[src/rtl/writeback_arbiter_pkg.sv]
// Shared types for the write-back arbiter: priority pointer and grant encoding.
package writeback_arbiter_pkg;

  typedef enum logic {
    PrefAlu = 1'b0,
    PrefLsu = 1'b1
  } prio_e;

  typedef enum logic [1:0] {
    GntNone = 2'd0,
    GntAlu  = 2'd1,
    GntLsu  = 2'd2
  } grant_e;

endpackage

[src/rtl/scoreboard_unit.sv]
// Busy-bit scoreboard: one bit per GPR, set on issue, cleared on write-back,
// with two combinational hazard query ports and a sticky double-issue error.
module scoreboard_unit
  import writeback_arbiter_pkg::*;
#(
  parameter int unsigned GPR_SIZE       = 5,
  parameter int unsigned NUMBER_OF_GPRS = 32
) (
  input  logic                clock,
  input  logic                reset,
  input  logic                set_valid,
  input  logic [GPR_SIZE-1:0] set_address,
  input  logic                clear_valid,
  input  logic [GPR_SIZE-1:0] clear_address,
  input  logic [GPR_SIZE-1:0] query_address0,
  input  logic [GPR_SIZE-1:0] query_address1,
  output logic                query_busy0,
  output logic                query_busy1,
  output logic                protocol_error
);

  logic [NUMBER_OF_GPRS-1:0] busy_q, busy_d;
  logic                      error_q, error_d;
  logic                      set_target_busy;
  logic                      clear_same;

  always_comb begin
    busy_d          = busy_q;
    set_target_busy = 1'b0;
    query_busy0     = 1'b0;
    query_busy1     = 1'b0;
    for (int i = 0; i < int'(NUMBER_OF_GPRS); i++) begin
      if (clear_valid && (clear_address == GPR_SIZE'(i))) begin
        busy_d[i] = 1'b0;
      end
      // Set applied after clear: a same-cycle issue is younger than the retiring write.
      if (set_valid && (set_address == GPR_SIZE'(i))) begin
        busy_d[i]       = 1'b1;
        set_target_busy = busy_q[i];
      end
      if (query_address0 == GPR_SIZE'(i)) begin
        query_busy0 = busy_q[i];
      end
      if (query_address1 == GPR_SIZE'(i)) begin
        query_busy1 = busy_q[i];
      end
    end
    // A register retiring on this very edge is free for a new issue.
    clear_same = clear_valid && (clear_address == set_address);
    error_d    = error_q | (set_valid & set_target_busy & ~clear_same);
  end

  always_ff @(posedge clock) begin
    if (!reset) begin
      busy_q  <= '0;
      error_q <= 1'b0;
    end else begin
      busy_q  <= busy_d;
      error_q <= error_d;
    end
  end

  assign protocol_error = error_q;

endmodule

[src/rtl/writeback_arbiter.sv]
// Round-robin arbiter sharing the register-file write port between ALU and LSU,
// with a registered write stage and a busy scoreboard for issue hazard checks.
module writeback_arbiter
  import writeback_arbiter_pkg::*;
#(
  // Defaults mirror the architecture header widths.
  parameter int unsigned GPR_SIZE       = 5,
  parameter int unsigned DATA_SIZE      = 32,
  parameter int unsigned NUMBER_OF_GPRS = 32
) (
  input  logic                 clock,
  input  logic                 reset,
  input  logic                 alu_valid,
  input  logic [GPR_SIZE-1:0]  alu_address,
  input  logic [DATA_SIZE-1:0] alu_data,
  output logic                 alu_ready,
  input  logic                 lsu_valid,
  input  logic [GPR_SIZE-1:0]  lsu_address,
  input  logic [DATA_SIZE-1:0] lsu_data,
  output logic                 lsu_ready,
  input  logic                 issue_valid,
  input  logic [GPR_SIZE-1:0]  issue_address,
  input  logic [GPR_SIZE-1:0]  query_address0,
  input  logic [GPR_SIZE-1:0]  query_address1,
  output logic                 query_busy0,
  output logic                 query_busy1,
  output logic                 write_enable,
  output logic [GPR_SIZE-1:0]  write_address,
  output logic [DATA_SIZE-1:0] write_data,
  output logic                 protocol_error
);

  prio_e                prio_q, prio_d;
  grant_e               grant;
  logic                 we_q, we_d;
  logic [GPR_SIZE-1:0]  addr_q, addr_d;
  logic [DATA_SIZE-1:0] data_q, data_d;

  always_comb begin
    grant = GntNone;
    if (alu_valid && (!lsu_valid || (prio_q == PrefAlu))) begin
      grant = GntAlu;
    end else if (lsu_valid) begin
      grant = GntLsu;
    end

    prio_d = prio_q;
    we_d   = 1'b0;
    addr_d = addr_q;
    data_d = data_q;
    unique case (grant)
      GntAlu: begin
        prio_d = PrefLsu;
        we_d   = 1'b1;
        addr_d = alu_address;
        data_d = alu_data;
      end
      GntLsu: begin
        prio_d = PrefAlu;
        we_d   = 1'b1;
        addr_d = lsu_address;
        data_d = lsu_data;
      end
      default: ;
    endcase
  end

  assign alu_ready = (grant == GntAlu);
  assign lsu_ready = (grant == GntLsu);

  always_ff @(posedge clock) begin
    if (!reset) begin
      prio_q <= PrefAlu;
      we_q   <= 1'b0;
      addr_q <= '0;
      data_q <= '0;
    end else begin
      prio_q <= prio_d;
      we_q   <= we_d;
      addr_q <= addr_d;
      data_q <= data_d;
    end
  end

  assign write_enable  = we_q;
  assign write_address = addr_q;
  assign write_data    = data_q;

  scoreboard_unit #(
    .GPR_SIZE       (GPR_SIZE),
    .NUMBER_OF_GPRS (NUMBER_OF_GPRS)
  ) u_scoreboard (
    .clock          (clock),
    .reset          (reset),
    .set_valid      (issue_valid),
    .set_address    (issue_address),
    .clear_valid    (we_q),
    .clear_address  (addr_q),
    .query_address0 (query_address0),
    .query_address1 (query_address1),
    .query_busy0    (query_busy0),
    .query_busy1    (query_busy1),
    .protocol_error (protocol_error)
  );

endmodule

[config.mk]
export PLATFORM = sky130hd
export DESIGN_NAME = writeback_arbiter
export DESIGN_NICKNAME = d
export VERILOG_FILES = /design/src/rtl/writeback_arbiter_pkg.sv /design/src/rtl/scoreboard_unit.sv /design/src/rtl/writeback_arbiter.sv
export SDC_FILE = /design/constraint.sdc
export NUM_CORES = 1
export LEC_CHECK = 0
export BUFFER_PORTS_ARGS = -buffer_cell sky130_fd_sc_hd__buf_2
export CAP_MARGIN = 20
export CORE_MARGIN = 2
export CORE_UTILIZATION = 30
export DETAILED_ROUTE_END_ITERATION = 10
export GPL_TIMING_DRIVEN = 1
export PLACE_DENSITY_LB_ADDON = 0.05
export SYNTH_ARGS = -nofsm -noshare
export SYNTH_HDL_FRONTEND = slang
export SYNTH_SLANG_ARGS = --single-unit
[constraint.sdc]
create_clock -name clock -period 5.6 [get_ports clock]
set_input_delay 0.56 -clock clock [delete_from_list [all_inputs] [get_ports clock]]
set_output_delay 0.56 -clock clock [all_outputs]
set_load 0.005 [all_outputs]
Word level (Yosys, flattened, before mapping):

Cells that the tools add are included.

* word-level logic and storage cells: 441
* flip-flop bits (word level): 72
* output and inout bits: 43

* reductions and logical operators: 106
* bitwise operators: 5
* multiplexer cells: 166
* eq/ne operators: 127

Operator list (count)
* $eq 5x5->1 const B: 64
* $mux 1: 161
* $eq 5x4->1 const B: 32
* $eq 5x3->1 const B: 16
* $logic_and 1x1->1: 66
* $reduce_bool 2->1: 33
* $pmux 32 s2: 1
* $eq 5x2->1 const B: 8
* $eq 5x1->1 const B: 4
* $logic_not 5->1: 4
* $pmux 5 s2: 1
* $eq 5x5->1: 1
* $mux 2: 2
* $and 1x1->1: 2
* $eq 2x1->1 const B: 1
* $eq 2x2->1 const B: 1
* $not 1->1: 2
* $pmux 1 s2: 1
* $reduce_or 2->1: 1
* $logic_not 1->1: 1
* $logic_or 1x1->1: 1
* $or 1x1->1: 1

Depth between registers and ports, before layout:

Gate-level depths: netlist (run 1).

* depth in word-level cells: 37
* mapped depth: 8

By module:

Synthesis (run 1) repeated with hierarchy kept, for this count alone.

* cell total of the unflattened synthesis: 516
* area, all modules: 4312.9 um^2

By module, submodules not included
* scoreboard_unit: instances 1, sequential area each 660.6 um^2, area an instance 2793.9 um^2, cells each 383
* writeback_arbiter: instances 1, sequential area each 780.7 um^2, area an instance 1519.0 um^2, cells each 133

Least setup slack after synthesis (run 1):

OpenSTA, ideal clock, no wires.

* path kind: input -> output
* start: in query_address1[2]
* end: out query_busy1
* path slack: 2970 ps
* arrival time: 2070 ps
* data required time: 5040 ps
* cell stages on the path: 6
* path through: buf_6 -> or4b_4 -> o22ai_2 -> a2111oi_1 -> or4_1 -> o211ai_1

* longest elaborated chain between the ends: 33
* elaborated cells on any way between the ends: 64
* classes of those cells: eq/ne (31); mux (32); reduce/logical (1)

RTL lines
* start, declared: RTL line writeback_arbiter.sv:24 `input logic [GPR_SIZE-1:0] query_address1,`
* $logic_not 5->1: RTL line scoreboard_unit.sv:44 `if (query_address1 == GPR_SIZE'(i)) begin`
* $mux 1 (31 in a row): RTL line scoreboard_unit.sv:44
* $mux 1 (*): RTL line scoreboard_unit.sv:44
* end, declared: RTL line writeback_arbiter.sv:26 `output logic query_busy1,`

Mark *: on every way between the ends. The rest lies on a longest branch, timed or not.

Worst setup path after layout (run 1):

* start: in query_address1[1]
* end: out query_busy1

The elaborated chain is that of the path after synthesis.

==> results.toml, run 1 <==
[layout]
layout_common_cells = "buf_2 (136), nand2_1 (84), dfxtp_1 (72)"
area_growth_pct = 23.5
regArea_um2 = 1440
multi_input_area_um2 = 2910
fill_cells = 1616
final_nets = 752
final_common_cell = "buf_2"
drive_gt1_share_pct = 26.0

[sta]
tightest_slew_ns = 1.08
finalSetupTns_ns = 0
setup_viol = 0
whs_ns = 0.468
hold_viol_final = 0
slew_headroom_pct = 27.9
fin_skew_ns = 0.00779
slew_violations = 0
rsz0062_at_grt = "false"
final.min_clock_period_ns = 3.02
clock.fmax_ghz = 0.332
post-route-period-util_pct = 53.9

[detailed_routing]
ant_nets = 0
drt-initial-drc-count = 263
vias_per_cell = 5.41
firstDrtPassIters = 4
wl_mm = 16.2
route.detailed.drc = 0
dr_total_vias = 4606
avgRoutedWirePerCell_um = 19.0

[outcome]
outcome = "finished clean"

[min_path]
min_path_type = "input port to register"
holdPathStages = 2
worstHoldEndpoint = "write_data[7]$_SDFFE_PN0P_"
hp-start = "alu_data[7]"

[critical_path]
crit_path_max_incr_delay_ns = 0.58
crit_path_cell_trace = "buf_2 > or4b_4 > o22ai_2 > a2111oi_1 > or4_1 > o211ai_1 > buf_2"
setup.worst_path.end_class = "output port"
worstPathArrival_ns = 2.46
critPathSlowestCell = "or4b_4"
startpoint = "query_address1[1]"
startpoint_type = "input port"
critPathMostFrequentCell = "buf_2"
reg2reg_to = "write_data[14]$_SDFFE_PN0P_"
critical_path_class = "input port to output port"
crit_required_ns = 5.04
r2r_slack_ns = 4.10
path_max_fanout = 21
timing.rr.start = "prio_q$_SDFFE_PN0P_"
r2r_cells = 5

[synthesis]
netlist_instances = 555
syn_area_um2 = 4590
synth.area.mux_share_pct = 13.7
syn_nets = 649
yosys.area_share.simple_pct = 18.9
synthFlopType = "dfxtp_1"
synth_cell_types = 63
syn_area_per_cell_um2 = 8.28
synth-edff-count = 0
yosysSeqAreaShare_pct = 31.4
synth-compound-area-share_pct = 29.7
synthXorXnorAreaFrac_pct = 0.953
ys_seq_elements = 72
synth_top_family_by_area = "compound AO/OA/AOI/OAI gates"
async_reset_ff_share_pct = 0
yosysWarnings = 0
synthAdderAreaFrac_pct = 0

[place]
numPortBuffers = 136
gp_congestion = 0.844
detailed_place_hpwl_mm = 11.3

[global_route]
antenna_found_initial = 1
grt_overflow = 0
grt.total_usage_pct = 19.9
grt_pass1_wl_mm = 25.2
grt_pass1_vias = 4607
grt_max_degree = 77

[clocking]
clockRootBuffer = "clkbuf_16"
clk_latency_ns = 0.33
post_cts_buffers = 0
clock_sinks = 72
cts_resized = 0
cts_hold_buf = 0
cts_buffer_depth = 2
clk_pin_slew_ns = 0.05
cts_buffers = 9
htree_levels = 3
cts_tree = "yes"

[floorplan]
die_y_um = 128
rows = 45
coreArea_um2 = 15100
dieWidth_um = 128
io_pins = 137
dieArea_um2 = 16300
initial_core_util_pct = 30.4

[power]
max-vdd-ir-drop_uv = 147
power_density_nw_per_um2 = 254
p_leak_nw = 2.63
fin_total_pwr_mw = 1.44

[run]
maxCapViolations = 0
[worst max-delay path by stage]
stage                  end  cells past startpoint  slack, ns
3_3_place_gp   query_busy1                      7       2.61
4_1_cts        query_busy1                      7       2.58
5_1_grt        query_busy1                      7       2.39
6_report       query_busy1                      7       2.58
2_1_floorplan  query_busy1                      6       2.97
3_5_place_dp   query_busy1                      7       2.58
[cells in the mapped netlist, drive strengths merged, types with 2 or more instances]
master | count | area, um2
nand2 | 85 | 319
dfxtp | 72 | 1440
mux2i | 46 | 460
o21ai | 43 | 215
clkbuf | 37 | 139
o211a | 37 | 370
a21boi | 32 | 240
nor2 | 19 | 71.3
inv | 14 | 52.6
nand2b | 14 | 87.6
nand3 | 13 | 65.1
nor2b | 11 | 68.8
buf | 10 | 48.8
mux2 | 9 | 101
nor3 | 8 | 40.0
o21a | 7 | 52.6
a21oi | 6 | 30.0
a221oi | 5 | 43.8
a22oi | 5 | 37.5
a31oi | 5 | 31.3
a2111oi | 4 | 36.3
o221ai | 4 | 35.0
o32ai | 4 | 35.0
xor2 | 4 | 35.0
a211oi | 3 | 22.5
and2 | 3 | 18.8
mux4 | 3 | 67.6
nand3b | 3 | 22.5
nand4 | 3 | 18.8
nor3b | 3 | 22.5
nor4 | 3 | 18.8
o211ai | 3 | 22.5
o22ai | 3 | 25.0
o2bb2ai | 3 | 26.3
or3b | 3 | 26.3
a311o | 2 | 20.0
and3 | 2 | 12.5
o2111ai | 2 | 17.5
o21bai | 2 | 15.0
o311a | 2 | 20.0
o31ai | 2 | 15.0
[through the flow]
| step | worst slack, ns | cell area [um2] | utilization, % | instances |
|---|---|---|---|---|
| after detailed placement | 2.58 | 5350 | 35.4 | 835 |
| after floorplan | 2.97 | 4590 | - | 555 |
| after global placement | 2.61 | 5350 | 35.4 | 835 |
| after CTS | 2.58 | 5670 | 37.6 | 850 |
| final | 2.58 | 5670 | 37.6 | 851 |
| after global routing | 2.39 | 5670 | 37.6 | 850 |
[cell families (layout without fill, tap and decap cells)]
group                  count (synthesis)  after routing
AO/OA/AOI/OAI                        180            180
XOR/XNOR                               5              5
buffers and inverters                 62            169
flip-flops                            72             72
multiplexers                          58             58
other                                  0              1
AND/OR/NAND/NOR                      178            178
[worst max-delay path, delay by kind of cell]
kind / cells / cell delay, ns
AOI/OAI and AO/OA: 3 / 0.45
and+or+nand+nor: 2 / 1.08
buffers and inverters: 2 / 0.36
[sequential cells by signal, indices dropped and copies added (netlist names)]
signal and cells:
u_scoreboard.busy_q 32, write_data 32, write_address 5, prio_q 1, u_scoreboard.protocol_error 1, write_enable 1
[routing by layer]
layer | GRT usage (%) | part of all wire (%) | up-vias | wire length [um]
met1 | 25.5 | 45 | 2193 | 7270
li1 | - | - | 2249 | -
met3 | 4.42 | 5.9 | 20 | 954
met2 | 33.4 | 47 | 144 | 7620
met4 | 6.59 | 2.3 | 0 | 365
met5 | 0 | 0 | - | 0
[where the power goes]
group | internal (mW) | switching, mW
Clock | 0.411 | 0.217
Combinational | 0.113 | 0.135
Sequential | 0.540 | 0.0237
Total | 1.06 | 0.376
[area by class of cell]
class / instances / area share [%]
inverter: 15 / 0.993
timing repair buffer: 139 / 12.4
multi-input combinational: 421 / 51.3
tap: 188 / 4.15
sequential: 72 / 25.4
clock buffer: 12 / 4.52
clock inverter: 3 / 1.15
antenna: 1 / 0.0441
(Power assumes the default switching activity.)
==> run 2: changes to the inputs <==
ABC_AREA = 1   (was unset)
clock period = 2.5 ns   (was 5.6 ns; I/O delays follow)
==> run 2 against run 1 <==
The flow now finishes with violations (negative setup slack); clock-buffer cell count fell by 3; first-iteration DRC count rose by 62%; synthesized cell count rose by 23%; critical endpoint is now query_busy0.
==> results.toml, run 2 <==
[outcome]
outcome = "complete, but fails checks"
failed_checks = "negative setup slack"

[clocking]
cts_hold_buf = 0
cts_buffer_depth = 2
clock_sinks = 72
htree_levels = 3
clockRootBuffer = "clkbuf_16"
cts_tree = "yes"
clk_latency_ns = 0.34
clk_pin_slew_ns = 0.07
cts_buffers = 9

[synthesis]
async_reset_ff_share_pct = 0
syn_nets = 779
yosysTopAreaCell = "dfxtp_1"
syn_area_um2 = 4320
synth_commonest_cells = "o21ai_0 (103), nand2_1 (86), nand3_1 (75), nor2_1 (75), inv_1 (74)"
ys_seq_elements = 72
synth.most_common_cell = "o21ai_0"
synth_cell_types = 34
syn_area_per_cell_um2 = 6.30
synthFlopType = "dfxtp_1"
synth-edff-count = 0
synth_area_leaders = "dfxtp_1 (33%), o21ai_0 (12%), nand3_1 (8.7%)"
yosysWarnings = 0
yosysSeqAreaShare_pct = 33.4
netlist_instances = 685
synth_top_area_share_pct = 33.4

[global_route]
antenna_found_initial = 0
grt_pass1_wl_mm = 27.7
grt.total_usage_pct = 23.6
grt_max_degree = 40
grt_overflow = 0
grt_pass1_vias = 5284

[critical_path]
critical_path_class = "register to output port"
setup.worst_path.end_class = "output port"
crit_required_ns = 2.25
r2r_cells = 18
path_max_fanout = 4
r2r_slack_ns = 0.47
startpoint_type = "register"
reg2reg_to = "u_scoreboard.protocol_error$_SDFF_PN0_"
worstPathArrival_ns = 2.52
timing.rr.start = "u_scoreboard.busy_q[0]$_SDFFE_PN0P_"

[sta]
fin_skew_ns = 0.0106
hold_viol_final = 0
post-route-period-util_pct = 111
clock.fmax_ghz = 0.362
setup_ws_ns = -0.265
rsz0062_at_grt = "true"
tightest_slew_ns = 0.580
finalSetupTns_ns = -0.482
slew_violations = 0
slew_headroom_pct = 61.3
whs_ns = 0.181
final.min_clock_period_ns = 2.77
setup_viol = 2

[min_path]
worstHoldEndpoint = "write_address[0]$_SDFFE_PN0P_"
holdPathStages = 3
min_path_type = "input port to register"
hp-start = "lsu_address[0]"

[place]
numPortBuffers = 136
dp_slack_ns = -0.192
gp_congestion = 0.919
detailed_place_hpwl_mm = 13.4

[power]
combPwrFrac_pct = 17.3
power.internal_mw = 2.21
p_clk_share_pct = 42.4
net-switching-power_mw = 0.930
power_density_nw_per_um2 = 543
p_leak_nw = 2.41
p_sw_share_pct = 29.6
fin_total_pwr_mw = 3.14
max-vdd-ir-drop_uv = 272
power.share.sequential_pct = 40.3

[floorplan]
die_y_um = 124
dieArea_um2 = 15400
dieWidth_um = 124
rows = 43
coreArea_um2 = 14000
io_pins = 137
initial_core_util_pct = 30.9

[layout]
final_common_cell = "buf_2"
area_growth_pct = 33.9
layout_common_cells = "buf_2 (136), o21ai_0 (103), nand2_1 (85)"
final_nets = 937
n_antenna_cell = 0
utilization_pct = 41.3
drive_gt1_share_pct = 27.4

[detailed_routing]
ant_nets = 0
dr_total_vias = 5453
firstDrtPassIters = 5
route.detailed.drc = 0
drt-initial-drc-count = 426
wl_mm = 17.7
avgRoutedWirePerCell_um = 17.2
vias_per_cell = 5.30

[run]
maxCapViolations = 0
## run 2: changes by cell type after synthesis, moves of 37 or more
cell	change
nand3_1	+62
inv_1	+60
o21ai_0	+60
nor2_1	+56
mux2i_1	-46
o211a_1	-37
## run 2: kinds of logic after synthesis
kind of cell    count (synthesis)  synth area share (%)
simple gates                  339                  36.9
xor+xnor                        2                 0.406
compound gates                156                  19.1
buf+inv                       116                  10.2
flops                          72                  33.4
## run 2: stage by stage
step                      instances  cell area (um2)
final                          1028             5780
after global routing           1028             5780
after CTS                      1028             5760
after detailed placement       1012             5450
after global placement         1012             5450
after floorplan                 685             4320
## run 2: final cells by class
cell class,instances,area (um2)
well taps,180,225
fillers,1531,8210
flip-flops and latches,72,1450
multi-input cells,497,2460
inverters,78,293
clock buffers,9,225
clock inverters,7,77.6
repair buffers,185,1050
## run 2: critical path, cell delays in order (launching register included)
cell and delay (ns):
dfxtp_2 0.35, inv_1 0.08, o21ai_0 0.11, o21ai_2 0.16, o2111a_1 0.20, nand3_1 0.08
nor3_2 0.11, nand3_1 0.11, nor3_2 0.15, nand3_1 0.09, nor2_1 0.10, nand3_1 0.07
nand2_1 0.09, nand4_1 0.09, nand2_1 0.07, nand3_1 0.06, nand2_1 0.06, nand4_1 0.07
buf_2 0.14
## run 2: timing repair
| action | 4_1_cts | 5_1_grt |
|---|---|---|
| pin swaps | 0 | 3 |
| setup buffers | 0 | 0 |
| gates resized for setup | 6 | 5 |
| gates cloned | 0 | 0 |
| endpoints found under the setup margin | 2 | 2 |
## run 2: layer usage
layer / routed length [um] / GRT usage, %
met1: 8190 / 31.4
met2: 8030 / 38.7
met3: 1140 / 4.99
met4: 368 / 6.46
met5: 0 / 0
## run 2: power groups by stage
stage               clock (mW)  combinational [mW]  sequential (mW)
finish                    1.33               0.543             1.27
global route              1.41               0.605             1.28
CTS                       1.36               0.544             1.27
detailed placement           0               0.541             1.29
global placement             0               0.540             1.29
floorplan                    0               0.255             1.28
## run 2: worst max path at each step
stage / from / to / slack (ns) / depth (start not counted)
CTS: u_scoreboard.busy_q[3]$_SDFFE_PN0P_ / query_busy0 / -0.28 / 18
floorplan: query_address0[0] / query_busy0 / 0.44 / 19
finish: u_scoreboard.busy_q[3]$_SDFFE_PN0P_ / query_busy0 / -0.27 / 18
global placement: query_address0[0] / query_busy0 / -0.22 / 22
global route: u_scoreboard.busy_q[1]$_SDFFE_PN0P_ / query_busy1 / -0.55 / 19
detailed placement: query_address0[3] / query_busy0 / -0.19 / 23
